`config.mk`:
```
export PLATFORM = sky130hd
export DESIGN_NAME = qc_varz_shifter
export DESIGN_NICKNAME = d
export VERILOG_FILES = /design/src/rtl/qc_shift_pkg.sv /design/src/rtl/qc_shift_stage.sv /design/src/rtl/qc_varz_shifter.sv
export SDC_FILE = /design/constraint.sdc
export NUM_CORES = 1
export LEC_CHECK = 0
export ABC_AREA = 1
export CORE_ASPECT_RATIO = 0.75
export CORE_UTILIZATION = 40
export DETAILED_ROUTE_END_ITERATION = 10
export GPL_ROUTABILITY_DRIVEN = 1
export PLACE_DENSITY = 0.58
export SKIP_CTS_REPAIR_TIMING = 1
export SLEW_MARGIN = 30
export SYNTH_ARGS = -nofsm -noshare
export SYNTH_HDL_FRONTEND = slang
export SYNTH_SLANG_ARGS = --single-unit
```
`constraint.sdc`:
```
create_clock -name CLK -period 2.5 [get_ports CLK]
set_input_delay 0.5 -clock CLK [delete_from_list [all_inputs] [get_ports CLK]]
set_output_delay 0.5 -clock CLK [all_outputs]
set_load 0.01 [all_outputs]
```
`src/rtl/qc_shift_pkg.sv`:
```
// Shared helpers for the variable-Z circular shifter: level/stage counts and a
// bit-indexed reference rotate for MAXZ up to 64.
package qc_shift_pkg;

  function automatic int sw_of(input int maxz);
    return (maxz <= 2) ? 1 : $clog2(maxz);
  endfunction

  function automatic int nst_of(input int sw, input int lps);
    return (sw + lps - 1) / lps;
  endfunction

  // Bit-by-bit definition of the rotate; illegal z/s give zero.
  function automatic logic [63:0] ref_rot(input logic [63:0] d, input int z,
                                          input int s, input logic left);
    logic [63:0] r;
    int idx;
    r = '0;
    if (z < 1 || z > 64 || s < 0 || s >= z) return r;
    for (int i = 0; i < z; i++) begin
      idx = left ? (i - s + z) % z : (i + s) % z;
      r[i] = d[idx];
    end
    return r;
  endfunction

endpackage

```
`src/rtl/qc_shift_stage.sv`:
```
// One pipeline slot of the barrel: applies up to NLEV log-shifter levels,
// starting at level FIRST, to both rotate operands and registers the result.
module qc_shift_stage
  import qc_shift_pkg::*;
#(
  parameter int MAXZ  = 16,
  parameter int FIRST = 0,
  parameter int NLEV  = 2,
  parameter type stage_t = logic,
  localparam int SW = sw_of(MAXZ)
) (
  input  logic   CLK,
  input  logic   rst,
  input  logic   adv,
  input  stage_t d_i,
  output stage_t q_o
);

  // The last stage may own fewer than NLEV levels.
  localparam int NV = (SW - FIRST < NLEV) ? (SW - FIRST) : NLEV;

  stage_t cur;

  always_comb begin
    cur = d_i;
    for (int k = 0; k < NV; k++) begin
      if (cur.rs[FIRST+k]) cur.dr = cur.dr >> (1 << (FIRST + k));
      if (cur.ls[FIRST+k]) cur.dl = cur.dl << (1 << (FIRST + k));
    end
  end

  always_ff @(posedge CLK) begin
    if (rst)      q_o <= '0;
    else if (adv) q_o <= cur;
  end

endmodule

```
`src/rtl/qc_varz_shifter.sv`:
```
// Pipelined variable-Z circular shifter with valid/ready and a tag sideband.
// Left rotation (in_dir port) exists only when QCSHIFT_DIR_EN is defined.
module qc_varz_shifter
  import qc_shift_pkg::*;
#(
  parameter int MAXZ             = 16,
  parameter int LEVELS_PER_STAGE = 2,
  parameter int TAGW             = 8,
  localparam int SW = sw_of(MAXZ)
) (
  input  logic            CLK,
  input  logic            rst,
  input  logic            in_valid,
  output logic            in_ready,
  input  logic [MAXZ-1:0] in_data,
  input  logic [SW:0]     in_z,
  input  logic [SW-1:0]   in_shift,
  input  logic [TAGW-1:0] in_tag,
`ifdef QCSHIFT_DIR_EN
  input  logic            in_dir,
`endif
  output logic            out_valid,
  input  logic            out_ready,
  output logic [MAXZ-1:0] out_data,
  output logic [TAGW-1:0] out_tag,
  output logic            out_err
);

  localparam int NST = nst_of(SW, LEVELS_PER_STAGE);
  localparam logic [SW:0] ZMAX = (SW+1)'(MAXZ);

  // dr carries d >> s, dl carries d << (z - s); both are OR-ed at the end.
  typedef struct packed {
    logic [MAXZ-1:0] dr;
    logic [MAXZ-1:0] dl;
    logic [MAXZ-1:0] mask;
    logic [SW:0]     z;
    logic [SW-1:0]   rs;
    logic [SW-1:0]   ls;
    logic [TAGW-1:0] tag;
    logic            err;
    logic            dir;
  } stage_t;

  logic            adv;
  logic [NST:0]    vld_pipe;
  logic            dir_c;
  logic            err_c;
  logic [SW-1:0]   s_eff;
  logic [MAXZ-1:0] mask_c;
  logic [MAXZ-1:0] d_c;
  stage_t          in_p;
  stage_t          in_q;
  stage_t          chain [0:NST];
  stage_t          last;

  assign adv      = ~out_valid | out_ready;
  assign in_ready = adv;

`ifdef QCSHIFT_DIR_EN
  assign dir_c = in_dir;
`else
  assign dir_c = 1'b0;
`endif

  always_comb begin
    err_c = (in_z == '0) || (in_z > ZMAX) || ({1'b0, in_shift} >= in_z);
    for (int i = 0; i < MAXZ; i++) mask_c[i] = ((SW+1)'(i) < in_z);
    d_c = in_data & mask_c;
`ifdef QCSHIFT_DIR_EN
    // Left by s equals right by (z - s) mod z.
    s_eff = (dir_c && in_shift != '0) ? SW'(in_z - {1'b0, in_shift}) : in_shift;
`else
    s_eff = in_shift;
`endif
    in_p      = '0;
    in_p.mask = mask_c;
    in_p.z    = in_z;
    in_p.rs   = s_eff;
    in_p.tag  = in_tag;
    in_p.dir  = dir_c;
    in_p.err  = err_c & in_valid;
    if (!err_c) begin
      in_p.dr = d_c;
      // s = 0 would need a shift by z; the left operand is simply empty then.
      if (s_eff != '0) begin
        in_p.dl = d_c;
        in_p.ls = SW'(in_z - {1'b0, s_eff});
      end
    end
  end

  always_ff @(posedge CLK) begin
    if (rst) begin
      vld_pipe <= '0;
      in_q     <= '0;
    end else if (adv) begin
      vld_pipe <= {vld_pipe[NST-1:0], in_valid};
      in_q     <= in_p;
    end
  end

  assign chain[0] = in_q;

  for (genvar g = 0; g < NST; g++) begin : g_stg
    qc_shift_stage #(
      .MAXZ   (MAXZ),
      .FIRST  (g * LEVELS_PER_STAGE),
      .NLEV   (LEVELS_PER_STAGE),
      .stage_t(stage_t)
    ) u_stg (
      .CLK (CLK),
      .rst (rst),
      .adv (adv),
      .d_i (chain[g]),
      .q_o (chain[g+1])
    );
  end

  assign last      = chain[NST];
  assign out_valid = vld_pipe[NST];
  assign out_data  = last.err ? '0 : ((last.dr | last.dl) & last.mask);
  assign out_tag   = last.tag;
  assign out_err   = last.err;

  logic unused_fields;
  assign unused_fields = ^{last.z, last.rs, last.ls, last.dir};

endmodule

```
==> results of run 1 <==
logic make-up (layout without fill, tap and decap cells):
family                   after synthesis  in the layout  share of synthesized area (%)
AO/OA/AOI/OAI                        280            280                          18.31
XOR/XNOR                               1              1                         0.1058
adder cells (fa/ha/maj)                8              8                          1.300
buffers and inverters                191            238                          10.02
flip-flops                           186            186                          44.99
multiplexers                           3              3                         0.3628
AND/OR/NAND/NOR                      516            516                          24.91
critical path, cell delays in order:
cell	delay [ns]
clkdlybuf4s50_1	0.52
inv_1	0.09
nand2_4	0.09
clkdlybuf4s50_1	0.60
per-stage QoR:
| step | power, mW | hold WS [ns] |
|---|---|---|
| after floorplan | 3.754 | 0.4297 |
| after global placement | 4.044 | 0.4443 |
| after detailed placement | 4.045 | 0.4511 |
| after CTS | 6.804 | 0.3829 |
| after global routing | 7.044 | 0.4066 |
| final | 6.758 | 0.3847 |
power breakdown:
part | total, mW | switching, mW | internal (mW) | leakage [nW]
clock network | 2.78 | 1.26 | 1.52 | 0.285
logic | 0.763 | 0.470 | 0.293 | 2.31
registers | 3.22 | 0.0975 | 3.12 | 1.52
cell usage after synthesis:
library cell | n | area, µm²
nor2_8 | 1 | 20.02
a31oi_1 | 5 | 31.28
ha_1 | 7 | 87.58
and2_1 | 1 | 6.260
or2_2 | 10 | 62.56
nand2_2 | 2 | 12.51
o22ai_1 | 4 | 25.02
o21ai_0 | 138 | 690.7
fa_1 | 1 | 20.02
nand3_1 | 42 | 210.2
nor2_1 | 167 | 626.9
a21boi_0 | 1 | 7.510
clkbuf_1 | 32 | 120.1
a211oi_1 | 4 | 30.03
xor2_1 | 1 | 8.760
inv_1 | 110 | 412.9
nor3_1 | 1 | 5.000
nand4_1 | 1 | 6.260
dfxtp_1 | 186 | 3724
buf_2 | 30 | 150.1
nand2_1 | 285 | 1070
nor2_4 | 1 | 11.26
o21bai_1 | 3 | 22.52
mux2i_1 | 3 | 30.03
a22oi_1 | 1 | 7.510
buf_1 | 1 | 3.750
buf_4 | 14 | 105.1
o221ai_1 | 4 | 35.03
and2_0 | 4 | 25.02
a221oi_1 | 1 | 8.760
clkinv_1 | 1 | 3.750
a21oi_1 | 95 | 475.5
nor2_2 | 1 | 6.260
o21ai_2 | 1 | 8.760
buf_6 | 3 | 33.78
o211ai_1 | 23 | 172.7
worst max path at each step:
stage / slack, ns / end / startpoint
2_1_floorplan: 0.80 / chain[181] / in_z[2]
5_1_grt: 0.16 / in_ready / out_ready
4_1_cts: 0.20 / in_ready / out_ready
3_5_place_dp: 0.12 / chain[206] / in_z[2]
6_report: 0.20 / in_ready / out_ready
3_3_place_gp: 0.18 / chain[185] / in_z[2]
layer usage:
| layer | vias to the layer above | wire length (µm) | global-route usage (%) |
|---|---|---|---|
| met4 | 0 | 244 | 6.096 |
| met2 | 201 | 9649 | 33.80 |
| met1 | 3483 | 11590 | 33.76 |
| met3 | 21 | 1596 | 4.774 |
| met5 | - | 0 | 0 |
| li1 | 3861 | - | - |
final cells by class:
type | instances | share of cell area [%]
multi-input cells | 808 | 38.49
flip-flops and latches | 186 | 38.33
repair buffers | 95 | 9.428
clock buffers | 18 | 4.521
inverters | 111 | 4.289
well taps | 258 | 3.323
clock inverters | 14 | 1.623
placed cells by master, fill, tap and decap left out, drive strengths merged:
cell / Yosys / layout
clkinvlp: 0 / 3
a21boi: 1 / 1
nand2: 287 / 287
inv: 110 / 116
bufinv: 0 / 2
o21bai: 3 / 3
a21oi: 95 / 95
o221ai: 4 / 4
xor2: 1 / 1
a221oi: 1 / 1
o21ai: 139 / 139
o211ai: 23 / 23
a31oi: 5 / 5
a22oi: 1 / 1
clkinv: 1 / 4
ha: 7 / 7
fa: 1 / 1
clkbuf: 32 / 18
nand4: 1 / 1
o22ai: 4 / 4
dfxtp: 186 / 186
and2: 5 / 5
nand3: 42 / 42
or2: 10 / 10
nor2: 170 / 170
a211oi: 4 / 4
clkdlybuf4s50: 0 / 62
buf: 48 / 33
mux2i: 3 / 3
nor3: 1 / 1
registers in the layout, indices dropped and copies added (netlist names):
register	count
g_stg.u_stg.q_o	118
chain	65
vld_pipe	3
==> results.json, run 1 <==
{
  "criticalPathCategory": "in2out",
  "preCtsSetupSlack_ns": 0.1167,
  "place_hpwl_um": 16470,
  "period_needed_ns": 2.297,
  "p_leak_nw": 4.120,
  "hold_violations": 0,
  "clockBufferDepth": 2,
  "startpoint_type": "input pin",
  "r2r-start": "chain[152]",
  "cts-buffers-inserted": 17,
  "drive_above_1_share_pct": 6.818,
  "fp.dieW_um": 168.1,
  "max_freq_mhz": 435.4,
  "core_um2": 20270,
  "slew_violations": 0,
  "fin_area_um2": 9714,
  "maxSlewHeadroom_pct": 44.65,
  "wl_um": 23080,
  "overflow": 0,
  "cts.sinks": 186,
  "status": "completed",
  "power_density_nw_per_um2": 695.7,
  "fin_crit_sh_pct": 91.87,
  "cts.clk_slew.worst_paths_ns": 0.07,
  "wl_per_cell_um": 15.49,
  "hold_path_class": "in2reg",
  "grt_usage_pct": 22.94,
  "grt_pass1_vias": 6994,
  "max-vdd-ir-drop_mv": 0.4366,
  "synth_fp_nets": 1230,
  "setup_tns_ns": 0,
  "worstMarginPinSlew_ns": 0.8303,
  "holdPathStages": 4,
  "area_delta_synth_final_pct": 17.37,
  "drtIter0Drc": 729,
  "gp_congestion": 0.8908,
  "post-route-util_pct": 47.93,
  "cts_max_level": 4,
  "synth_area_per_cell_um2": 6.985,
  "rsz0062_at_grt": "no",
  "multi_input_area_um2": 3739,
  "arrival_ns": 1.80,
  "regToRegSetupSlack_ns": 0.78,
  "first_pass_iters": 5,
  "num_rows": 45,
  "num-fill-cells": 2111,
  "syn_inst": 1185,
  "via_per_inst": 5.078,
  "synth-seq-cells": 186,
  "synth.distinct_cells": 36,
  "dieArea_um2": 21280,
  "hold_start": "rst",
  "grt_start_max_net_pins": 73,
  "layout.cells.non_filler": 1490,
  "placed_area_um2": 9117,
  "fin_nets": 1264,
  "ioPinCount": 64,
  "ant_nets": 0,
  "antenna_found_initial": 0,
  "diodes": 0,
  "synth_seq_area_share_pct": 44.99,
  "io_buffers": 63,
  "path_max_fanout": 3,
  "netlist_area_um2": 8277,
  "yosys_warnings": 0,
  "crit_path_end_kind": "primary output",
  "insertion_delay_ns": 0.45,
  "r2r-end": "g_stg[0].u_stg.q_o[54]",
  "dp_cells": 1458,
  "setup_viol": 0,
  "holdPathEnd": "chain[179]",
  "skew_ns": 0.01302,
  "grt_pass1_wl_um": 37570,
  "vias": 7566,
  "floorplan.initialDensity_pct": 40.83,
  "r2r_cells": 6,
  "root_buffer": "clkbuf_16",
  "setup_slack_ns": 0.2033,
  "die_h_um": 126.6,
  "cts_tree": "built",
  "required_ns": 2.00,
  "cap_violations": 0,
  "regArea_um2": 3724,
  "drc": 0
}
(Power assumes the default switching activity.)
==> inputs of run 2 (changes only) <==
Settings changed: PLACE_DENSITY 0.58 to unset, SYNTH_HIERARCHICAL set to 1.
==> run 2 against run 1 <==
  * Fmax grew 3.3%
  * Utilization is 0.72 points lower
  * Sequential power about the same
  * Clock power barely moved
  * Synthesized cell count up 8.4%
  * Non-clock buffer count shrank 9
  * Worst hold slack better by 0.069 ns
  * Critical path type unchanged
  * Highest routed layer unchanged
==> results.json, run 2 <==
{
  "criticalPathCategory": "in2out",
  "status": "completed",
  "wl_per_cell_um": 14.67,
  "path_max_fanout": 2,
  "ant_nets": 0,
  "critPathBufInv": 3,
  "grtUsageMet3_pct": 3.720,
  "seqPwrFrac_pct": 48.2,
  "fp.dieW_um": 174.1,
  "fin_nets": 1354,
  "period_needed_ns": 2.223,
  "grtUsageMet2_pct": 36.07,
  "mostFrequentLayoutCells": "nand2_1 (464), dfxtp_1 (186), nor2_1 (179)",
  "holdPathEnd": "chain[200]",
  "pwr-share-comb_pct": 10.5,
  "die_h_um": 131.1,
  "cts.clk_slew.worst_paths_ns": 0.07,
  "wl_um": 23620,
  "dieArea_um2": 22830,
  "cts.sinks": 186,
  "cts_max_level": 4,
  "slowest_stage": "clkdlybuf4s50_1",
  "synth_fp_nets": 1330,
  "max-vdd-ir-drop_mv": 0.4904,
  "overflow": 0,
  "via_per_inst": 4.917,
  "crit_chain": "clkdlybuf4s50_1, inv_2, nand2_2, clkdlybuf4s50_1",
  "ioPinCount": 64,
  "final_common_cell": "nand2_1",
  "cap_violations": 0,
  "area_delta_synth_final_pct": 14.01,
  "startpoint_type": "input pin",
  "core_um2": 21470,
  "grt_pass1_vias": 7420,
  "regMostFlops": "g_stg.u_stg/q_o",
  "hold_ws_ns": 0.4532,
  "required_ns": 2.00,
  "floorplan.initialDensity_pct": 41.40,
  "slew_violations": 0,
  "setup_viol": 0,
  "synth_area_per_cell_um2": 6.917,
  "drc": 0,
  "placed_area_um2": 9518,
  "io_buffers": 63,
  "switching_share_pct": 29.20,
  "cts_tree": "built",
  "power_density_nw_per_um2": 657.8,
  "grt_pass1_wl_um": 38320,
  "fin_area_um2": 10130,
  "crit_family": "buffers and inverters",
  "hold_violations": 0,
  "syn_inst": 1285,
  "first_pass_iters": 5,
  "cts-buffers-inserted": 17,
  "switchingPower_mw": 1.946,
  "skew_ns": 0.01726,
  "r2r_cells": 7,
  "grt.busiest_layer": "met2",
  "holdPathStages": 2,
  "antenna_found_initial": 0,
  "netlist_area_um2": 8889,
  "rsz0062_at_grt": "no",
  "r2r-end": "chain[194]",
  "regToRegSetupSlack_ns": 0.97,
  "dp_cells": 1578,
  "max_freq_mhz": 449.7,
  "diodes": 0,
  "yosys_warnings": 6,
  "pwr-share-clk_pct": 41.4,
  "intPower_mw": 4.719,
  "p_leak_nw": 4.513,
  "crit_top_cell": "clkdlybuf4s50_1",
  "cpPeakStageDelay_ns": 0.56,
  "drive_above_1_share_pct": 10.06,
  "root_buffer": "clkbuf_16",
  "setup_tns_ns": 0,
  "fin_crit_sh_pct": 88.94,
  "hold_path_class": "in2reg",
  "maxSlewHeadroom_pct": 40.21,
  "r2r-start": "vld_pipe[2]",
  "layout.cells.non_filler": 1610,
  "clockBufferDepth": 2,
  "worstMarginPinSlew_ns": 0.8913,
  "largest_register_ffs": 118,
  "insertion_delay_ns": 0.44,
  "crit_path_end_kind": "primary output",
  "drtIter0Drc": 679,
  "arrival_ns": 1.72,
  "place_hpwl_um": 16920,
  "grt_start_max_net_pins": 56,
  "num_rows": 46,
  "met1_usage_pct": 29.50,
  "grt_usage_pct": 21.63,
  "hold_start": "rst",
  "vias": 7917,
  "gp_congestion": 0.8452
}
==> run 2: cell types whose count changed in the layout (fill, tap and decap cells not counted), sizes merged, moves of 8 or more <==
cell,delta
a21boi,+9
a21oi,-8
buf,-9
inv,-13
nand2,+184
nand3,+25
nor2,+16
o211ai,-23
o21ai,-54
or2,-10
==> run 2: how the worst max path moves through the flow <==
stage	depth (start not counted)	from	endpoint	slack [ns]
after global routing	4	out_ready	in_ready	0.19
after detailed placement	11	in_z[0]	chain[183]	0.06
after CTS	4	out_ready	in_ready	0.26
after global placement	11	in_z[0]	chain[208]	0.13
final	4	out_ready	in_ready	0.28
after floorplan	10	out_ready	g_stg[1].u_stg/q_o[47]	0.71
==> run 2: stage by stage <==
step | util (%) | setup slack [ns] | total power [mW]
after floorplan | - | 0.7121 | 3.750
after global placement | 44.34 | 0.1285 | 3.969
after detailed placement | 44.34 | 0.06413 | 3.973
after CTS | 47.20 | 0.2584 | 6.702
after global routing | 47.20 | 0.1888 | 6.929
final | 47.20 | 0.2765 | 6.665
==> run 2: final cells by class <==
class | count | area [µm²]
clock inverters | 15 | 190.2
inverters | 99 | 389.1
multi-input cells | 919 | 4219
repair buffers | 86 | 825.8
well taps | 288 | 360.3
clock buffers | 17 | 425.4
flip-flops and latches | 186 | 3724
fillers | 2192 | 11330
==> run 2: power groups by stage <==
stage	clock, mW	combinational, mW	sequential [mW]
after floorplan	0	0.524	3.23
after global placement	0	0.689	3.28
after detailed placement	0	0.694	3.28
after CTS	2.79	0.698	3.21
after global routing	2.92	0.781	3.23
final	2.76	0.697	3.21
==> run 2: layer usage <==
| metal | vias to the layer above | wire [µm] |
|---|---|---|
| met5 | - | 0 |
| met4 | 0 | 169 |
| met3 | 15 | 1151 |
| met2 | 169 | 10790 |
| met1 | 3699 | 11520 |
| li1 | 4034 | - |
